`config.mk`:
```
export PLATFORM = sky130hd
export DESIGN_NAME = spi_slave_cont_flat
export DESIGN_NICKNAME = d
export VERILOG_FILES = /design/src/rtl/spi_pkg.sv /design/src/rtl/spi_slave_cont_if.sv /design/src/rtl/spi_sync_edge.sv /design/src/rtl/spi_slave_cont.sv /design/src/flat_wrapper.sv
export SDC_FILE = /design/constraint.sdc
export NUM_CORES = 1
export LEC_CHECK = 0
export ABC_AREA = 1
export CORE_MARGIN = 1.5
export CORE_UTILIZATION = 49
export DETAILED_ROUTE_END_ITERATION = 7
export GPL_ROUTABILITY_DRIVEN = 1
export PLACE_DENSITY_LB_ADDON = 0.2
export SYNTH_ARGS = -nofsm -noshare
export SYNTH_HDL_FRONTEND = slang
export SYNTH_SLANG_ARGS = --single-unit
```
`constraint.sdc`:
```
create_clock -name in_sclk_i -period 1.5 [get_ports in_sclk_i]
set_clock_uncertainty 0.2 [all_clocks]
set_input_delay 0.225 -clock in_sclk_i [delete_from_list [all_inputs] [get_ports in_sclk_i]]
set_output_delay 0.225 -clock in_sclk_i [all_outputs]
set_load 0.05 [all_outputs]
```
`src/rtl/spi_pkg.sv`:
```
// Shared SPI definitions used by both the master controller and this responder.
package spi_pkg;

    localparam int unsigned SPI_WIDTH     = 8;
    localparam logic        SPI_MISO_IDLE = 1'b1;
    localparam logic        SPI_FILL_BIT  = 1'b1;
    localparam logic        SPI_CPOL      = 1'b0;
    localparam logic        SPI_CPHA      = 1'b0;

    typedef enum logic {
        ST_IDLE  = 1'b0,
        ST_SHIFT = 1'b1
    } spi_state_e;

endpackage

```
`src/rtl/spi_slave_cont_if.sv`:
```
// Byte strobe/ack interfaces plus SPI pins of the responder.
interface spi_slave_cont_if
    import spi_pkg::*;
#(
    parameter int unsigned WIDTH = SPI_WIDTH
);
    logic             w_stb;
    logic [WIDTH-1:0] w_data;
    logic             w_ack;
    logic             r_stb;
    logic [WIDTH-1:0] r_data;
    logic             r_ack;
    logic             r_ovr;
    logic             sclk;
    logic             mosi;
    logic             miso;
    logic             ss_n;

    modport slave (
        input  w_stb, w_data, r_ack, sclk, mosi, ss_n,
        output w_ack, r_stb, r_data, r_ovr, miso
    );

    modport master (
        output w_stb, w_data, r_ack, sclk, mosi, ss_n,
        input  w_ack, r_stb, r_data, r_ovr, miso
    );
endinterface

```
`src/rtl/spi_sync_edge.sv`:
```
// Multi-stage synchronizer; one channel also yields registered rise/fall pulses.
module spi_sync_edge #(
    parameter int unsigned STAGES   = 2,
    parameter int unsigned W        = 1,
    parameter logic        EDGE_RST = 1'b0,
    parameter logic [W-1:0] DATA_RST = '0
) (
    input  logic         clk_i,
    input  logic         rst_ni,
    input  logic         edge_i,
    input  logic [W-1:0] data_i,
    output logic [W-1:0] data_o,
    output logic         rise_o,
    output logic         fall_o
);
    logic [W:0] sync_q [STAGES];
    logic       prev_q;
    logic       rise_q;
    logic       fall_q;
    logic       edge_s;

    assign edge_s = sync_q[STAGES-1][0];

    always_ff @(posedge clk_i or negedge rst_ni) begin
        if (!rst_ni) begin
            for (int i = 0; i < int'(STAGES); i++) sync_q[i] <= {DATA_RST, EDGE_RST};
            prev_q <= EDGE_RST;
            rise_q <= 1'b0;
            fall_q <= 1'b0;
        end else begin
            sync_q[0] <= {data_i, edge_i};
            for (int i = 1; i < int'(STAGES); i++) sync_q[i] <= sync_q[i-1];
            prev_q <= edge_s;
            rise_q <= edge_s & ~prev_q;
            fall_q <= ~edge_s & prev_q;
        end
    end

    assign data_o = sync_q[STAGES-1][W:1];
    assign rise_o = rise_q;
    assign fall_o = fall_q;
endmodule

```
`src/rtl/spi_slave_cont.sv`:
```
// Mode-0 SPI responder: oversampled pins, holding register for MISO bytes,
// strobe/ack byte delivery with overrun flag.
module spi_slave_cont
    import spi_pkg::*;
#(
    parameter int unsigned WIDTH       = SPI_WIDTH,
    parameter int unsigned SYNC_STAGES = 2
) (
    input logic             in_sclk_i,
    input logic             rst_ni,
    spi_slave_cont_if.slave bus
);
    localparam int unsigned      CW       = $clog2(WIDTH + 1);
    localparam logic [CW-1:0]    CNT_LAST = CW'(WIDTH);
    localparam logic [CW-1:0]    CNT_PRE  = CW'(WIDTH - 1);
    localparam logic             SAMPLE_ON_RISE = ~(SPI_CPOL ^ SPI_CPHA);
    localparam logic [WIDTH-1:0] FILL     = {WIDTH{SPI_FILL_BIT}};

    logic ss_s, mosi_s, sclk_rise, sclk_fall, sample_p, launch_p, load;

    spi_sync_edge #(
        .STAGES  (SYNC_STAGES),
        .W       (2),
        .EDGE_RST(SPI_CPOL),
        .DATA_RST(2'b10)
    ) u_sync (
        .clk_i (in_sclk_i),
        .rst_ni(rst_ni),
        .edge_i(bus.sclk),
        .data_i({bus.ss_n, bus.mosi}),
        .data_o({ss_s, mosi_s}),
        .rise_o(sclk_rise),
        .fall_o(sclk_fall)
    );

    assign sample_p = SAMPLE_ON_RISE ? sclk_rise : sclk_fall;
    assign launch_p = SAMPLE_ON_RISE ? sclk_fall : sclk_rise;

    spi_state_e       state_q, state_d;
    logic [CW-1:0]    cnt_q, cnt_d;
    logic             loaded_q, loaded_d;
    logic [WIDTH-1:0] tx_q, tx_d, rx_q, rx_d, hold_q, hold_d, r_data_q, r_data_d;
    logic             hold_full_q, hold_full_d;
    logic             w_ack_q, w_ack_d, r_stb_q, r_stb_d, r_ovr_q, r_ovr_d, miso_q, miso_d;

    always_ff @(posedge in_sclk_i or negedge rst_ni) begin
        if (!rst_ni) begin
            state_q     <= ST_IDLE;
            cnt_q       <= '0;
            loaded_q    <= 1'b0;
            tx_q        <= FILL;
            rx_q        <= '0;
            hold_q      <= '0;
            hold_full_q <= 1'b0;
            r_data_q    <= '0;
            w_ack_q     <= 1'b0;
            r_stb_q     <= 1'b0;
            r_ovr_q     <= 1'b0;
            miso_q      <= SPI_MISO_IDLE;
        end else begin
            state_q     <= state_d;
            cnt_q       <= cnt_d;
            loaded_q    <= loaded_d;
            tx_q        <= tx_d;
            rx_q        <= rx_d;
            hold_q      <= hold_d;
            hold_full_q <= hold_full_d;
            r_data_q    <= r_data_d;
            w_ack_q     <= w_ack_d;
            r_stb_q     <= r_stb_d;
            r_ovr_q     <= r_ovr_d;
            miso_q      <= miso_d;
        end
    end

    always_comb begin
        state_d     = ss_s ? ST_IDLE : ST_SHIFT;
        cnt_d       = cnt_q;
        loaded_d    = loaded_q;
        tx_d        = tx_q;
        rx_d        = rx_q;
        hold_d      = hold_q;
        hold_full_d = hold_full_q;
        r_data_d    = r_data_q;
        w_ack_d     = 1'b0;
        r_stb_d     = r_stb_q;
        r_ovr_d     = 1'b0;
        load        = 1'b0;

        if (bus.w_stb && !hold_full_q) begin
            hold_d      = bus.w_data;
            hold_full_d = 1'b1;
            w_ack_d     = 1'b1;
        end
        if (bus.r_ack && r_stb_q) r_stb_d = 1'b0;

        if (state_q == ST_SHIFT) begin
            if (ss_s) begin
                // Deselect mid-byte drops the partial byte; an untouched loaded byte survives.
                cnt_d = '0;
                rx_d  = '0;
                if (cnt_q != '0) begin
                    tx_d     = FILL;
                    loaded_d = 1'b0;
                end
            end else begin
                if (cnt_q == '0 && !loaded_q) load = 1'b1;
                if (sample_p && cnt_q < CNT_LAST) begin
                    rx_d  = {rx_q[WIDTH-2:0], mosi_s};
                    cnt_d = cnt_q + CW'(1);
                    if (cnt_q == CNT_PRE) begin
                        r_data_d = {rx_q[WIDTH-2:0], mosi_s};
                        r_stb_d  = 1'b1;
                        r_ovr_d  = r_stb_q && !bus.r_ack;
                    end
                end else if (launch_p && cnt_q != '0) begin
                    tx_d = {tx_q[WIDTH-2:0], SPI_FILL_BIT};
                    if (cnt_q == CNT_LAST) begin
                        cnt_d = '0;
                        load  = 1'b1;
                    end
                end
            end
        end

        // Byte boundary: next MISO byte comes from the holding register or underrun fill.
        if (load) begin
            loaded_d = 1'b1;
            if (hold_full_q) begin
                tx_d        = hold_q;
                hold_full_d = 1'b0;
            end else begin
                tx_d = FILL;
            end
        end

        miso_d = ss_s ? SPI_MISO_IDLE : tx_d[WIDTH-1];
    end

    assign bus.w_ack  = w_ack_q;
    assign bus.r_stb  = r_stb_q;
    assign bus.r_data = r_data_q;
    assign bus.r_ovr  = r_ovr_q;
    assign bus.miso   = miso_q;
endmodule
```
`src/flat_wrapper.sv`:
```
// flat-port wrapper written by rule: the top's interface ports become plain ports
module spi_slave_cont_flat import spi_pkg::*;
#(
    parameter int unsigned WIDTH       = SPI_WIDTH,
    parameter int unsigned SYNC_STAGES = 2
)
  (in_sclk_i, rst_ni, bus_w_stb, bus_w_data, bus_r_ack, bus_sclk, bus_mosi, bus_ss_n, bus_w_ack, bus_r_stb, bus_r_data, bus_r_ovr, bus_miso);
  spi_slave_cont_if #(.WIDTH(WIDTH)) bus_i ();
  input logic in_sclk_i;
  input logic rst_ni;
  input wire logic [$bits(bus_i.w_stb)-1:0] bus_w_stb;
  input wire logic [$bits(bus_i.w_data)-1:0] bus_w_data;
  input wire logic [$bits(bus_i.r_ack)-1:0] bus_r_ack;
  input wire logic [$bits(bus_i.sclk)-1:0] bus_sclk;
  input wire logic [$bits(bus_i.mosi)-1:0] bus_mosi;
  input wire logic [$bits(bus_i.ss_n)-1:0] bus_ss_n;
  output wire logic [$bits(bus_i.w_ack)-1:0] bus_w_ack;
  output wire logic [$bits(bus_i.r_stb)-1:0] bus_r_stb;
  output wire logic [$bits(bus_i.r_data)-1:0] bus_r_data;
  output wire logic [$bits(bus_i.r_ovr)-1:0] bus_r_ovr;
  output wire logic [$bits(bus_i.miso)-1:0] bus_miso;
  assign bus_i.w_stb = bus_w_stb;
  assign bus_i.w_data = bus_w_data;
  assign bus_i.r_ack = bus_r_ack;
  assign bus_i.sclk = bus_sclk;
  assign bus_i.mosi = bus_mosi;
  assign bus_i.ss_n = bus_ss_n;
  assign bus_w_ack = bus_i.w_ack;
  assign bus_r_stb = bus_i.r_stb;
  assign bus_r_data = bus_i.r_data;
  assign bus_r_ovr = bus_i.r_ovr;
  assign bus_miso = bus_i.miso;
  spi_slave_cont #(.WIDTH(WIDTH), .SYNC_STAGES(SYNC_STAGES)) u_core (.in_sclk_i(in_sclk_i), .rst_ni(rst_ni), .bus(bus_i));
endmodule
```
==> load_flow_metrics.sql <==
INSERT INTO impl_metrics (metric_group, metric, value, unit) VALUES
('global_route', 'grt_util_met2', '0.283', ''),
('global_route', 'global_route.usage.met3', '0.0427', ''),
('synthesis', 'ys_seq_area_frac', '0.575', ''),
('setup_path', 'worst-endpoint-required', '1.54', 'ns'),
('clock_tree', 'htreeDepth', '2', ''),
('cells_and_area', 'proportion_of_layout_cells_with_a_drive_suffix_above_1', '0.434', ''),
('synthesis', 'postSynthCellCount', '219', ''),
('routing', 'route.vias.total', '1630', ''),
('routing', 'ant_nets', '0', ''),
('timing', 'hold_viol', '0', ''),
('global_route', 'number_of_antenna_violations_at_the_first_check_in_global_routing', '0', ''),
('setup_path', 'regToRegStartpoint', 'u_core.cnt_q[0]', ''),
('hold_path', 'hold_class', 'in -> async', ''),
('setup_path', 'r2r_end', 'u_core.tx_q[0]', ''),
('synthesis', 'syn_avg_cell_area', '10.2', 'µm²'),
('clock_tree', 'ctsRootBufferMaster', 'clkbuf_8', ''),
('floorplanning', 'num_io_pins', '27', ''),
('timing', 'final_min_period_over_clock_period', '1.05', ''),
('cells_and_area', 'area_occupied_by_multi_input_gates', '1000', 'µm²'),
('placed_design', 'count_of_buffers_inserted_at_the_top_level_ports', '26', ''),
('synthesis', 'postSynthRegisterBits', '51', ''),
('flow_run', 'maxCapViolations', '0', ''),
('run_status', 'failed_checks', 'negative setup slack', ''),
('cells_and_area', 'layout.cells.most_common_list', '42 x nand2_1, 40 x dfrtp_1, 17 x inv_1, 17 x nand2_2, 16 x buf_4', ''),
('floorplanning', 'placement_rows', '24', ''),
('global_route', 'met1_usage', '0.248', ''),
('cells_and_area', 'layout.cells.most_common', 'nand2_1', ''),
('floorplanning', 'die_h', '70.6', 'µm'),
('clock_tree', 'cts.path.max_buffers', '2', ''),
('routing', 'routed_wl', '4400', 'µm'),
('placed_design', 'post_dp_cell_area', '2740', 'µm²'),
('cells_and_area', 'postLayoutCellArea', '3130', 'µm²'),
('setup_path', 'criticalPathCategory', 'reg -> reg', ''),
('cells_and_area', 'final_nets', '290', ''),
('clock_tree', 'cts_made_buffers', '5', ''),
('power_and_ir_drop', 'worst_ir_drop_vdd', '0.000898', 'V'),
('setup_path', 'critPathMaxStageDelay', '0.40', 'ns'),
('setup_path', 'cell_depth_of_the_worst_flop_to_flop_path', '10', ''),
('synthesis', 'synth_warnings', '0', ''),
('global_route', 'global_route.usage.total', '0.178', ''),
('synthesis', 'yosys.cell_types.count', '29', ''),
('timing', 'timing.final.max_slew_violations', '0', ''),
('power_and_ir_drop', 'power_leakage', '1.44', 'nW'),
('global_route', 'grt_pass1_wl', '7090', 'µm'),
('setup_path', 'critical-path-slowest-cell', 'dfrtp_1', ''),
('clock_tree', 'clock-sinks', '51', ''),
('timing', 'report.final.setup_viol', '16', ''),
('cells_and_area', 'area_delta_synth_final', '39.7', '%'),
('setup_path', 'reg2reg_setup_slack', '-0.08', 'ns'),
('run_status', 'outcome', 'finished with violations', ''),
('clock_tree', 'clkTransAtPathRegs', '0.09', 'ns'),
('floorplanning', 'floorplan.initialDensity', '0.511', ''),
('floorplanning', 'fp.coreArea', '4380', 'µm²'),
('placed_design', 'finalWeightedCongestion', '0.791', ''),
('power_and_ir_drop', 'sum_of_internal_switching_and_leakage_power', '3.73', 'mW'),
('routing', 'drt_wl_cell', '13.5', 'µm'),
('synthesis', 'syn-cell-area', '2240', 'µm²'),
('global_route', 'vias_in_the_first_global_route', '1600', ''),
('global_route', 'global_route.overflow_total', '0', ''),
('synthesis', 'mappedNetlistNets', '236', ''),
('cells_and_area', 'final_core_util', '0.714', ''),
('placed_design', 'hpwl', '2770', 'µm'),
('floorplanning', 'floorplan.die_area', '4990', 'µm²'),
('routing', 'viasPerCell', '5.00', ''),
('routing', 'drc_errors', '0', ''),
('timing', 'rsz0062_at_grt', 'true', ''),
('floorplanning', 'dieWidth', '70.6', 'µm'),
('cells_and_area', 'final-seq-area', '1290', 'µm²'),
('timing', 'final_worst_path_setup_slack', '-0.0771', 'ns'),
('setup_path', 'timing.critical_path.to_type', 'register', ''),
('timing', 'tightest_pin_transition', '0.262', 'ns');
## metal layers
| metal | vias up | wire [µm] |
|---|---|---|
| met4 | 0 | 46 |
| met3 | 4 | 110 |
| li1 | 821 | - |
| met2 | 20 | 2120 |
| met5 | - | 0 |
| met1 | 785 | 2120 |
## area by class of cell
type,instances,share of cell area
Clock buffer,7,0.0276
Clock inverter,1,0.00280
Inverter,28,0.0400
Multi-Input combinational cell,141,0.319
Sequential cell,51,0.412
Tap cell,52,0.0208
Timing Repair Buffer,46,0.178
## timing repair
action	4_1_cts	5_1_grt
pin swaps	10	11
hold endpoints to repair	40	0
hold buffers	1	0
setup buffers	6	3
setup endpoints to repair	14	32
cloned	1	3
resized for setup	9	32
## worst min path at each step
stage | cells after the start | end | startpoint | slack [ns]
4_1_cts | 1 | u_core.u_sync.sync_q[5] | bus_ss_n | 0.12
3_5_place_dp | 1 | u_core.bus.r_data[7] | rst_ni | -0.09
3_3_place_gp | 1 | u_core.bus.r_data[7] | rst_ni | -0.08
2_1_floorplan | 0 | u_core.bus.r_data[0] | rst_ni | -0.27
5_1_grt | 1 | u_core.u_sync.sync_q[5] | bus_ss_n | 0.13
6_report | 2 | u_core.bus.r_data[7] | rst_ni | 0.13
## sequential cells by signal, summed over array words and instances, names as in the netlist, 2 cells and up
signal / cells
u_core.u_sync.data_o: 2
u_core.u_sync.sync_q: 3
u_core.cnt_q: 4
u_core.hold_q: 8
u_core.rx_q: 7
u_core.bus.r_data: 8
u_core.tx_q: 8
## through the flow
step                      cells  hold WS, ns
after floorplan             219       -0.271
after global placement      304      -0.0831
after detailed placement    304      -0.0855
after CTS                   320        0.116
after global routing        326        0.129
final                       326        0.126
## power by group
part,internal [mW],leakage (nW),switching [mW]
clock network,0.379,0.0484,0.434
logic,0.476,0.752,0.564
registers,1.72,0.638,0.160
total,2.57,1.44,1.16
## worst max-delay path: cells and delay by family, from the launching register on
family | cells | cell delay (ns)
adders and majority gates | 1 | 0.16
buffers and inverters | 4 | 0.35
DFF | 1 | 0.40
and+or+nand+nor | 5 | 0.38
## cells in the mapped netlist (all sizes together)
cell type | number | area (µm²)
a21oi | 1 | 5.00
buf | 3 | 42.5
clkinv | 1 | 3.75
dfrtp | 40 | 1000
dfstp | 11 | 289
ha | 2 | 25.0
inv | 27 | 106
nand2 | 64 | 289
nand3 | 20 | 168
nand3b | 1 | 11.3
nand4 | 2 | 12.5
nor2 | 18 | 85.1
nor3 | 1 | 5.00
nor4 | 1 | 6.26
o211ai | 7 | 52.6
o21ai | 12 | 90.1
o22ai | 7 | 43.8
or2 | 1 | 6.26
## cells by family after synthesis
family                   share of synthesized area
adder cells (fa/ha/maj)                     0.0112
AO/OA/AOI/OAI                               0.0854
AND/OR/NAND/NOR                              0.260
buffers and inverters                       0.0681
flip-flops                                   0.575
Power figures use the tool's default switching activity.
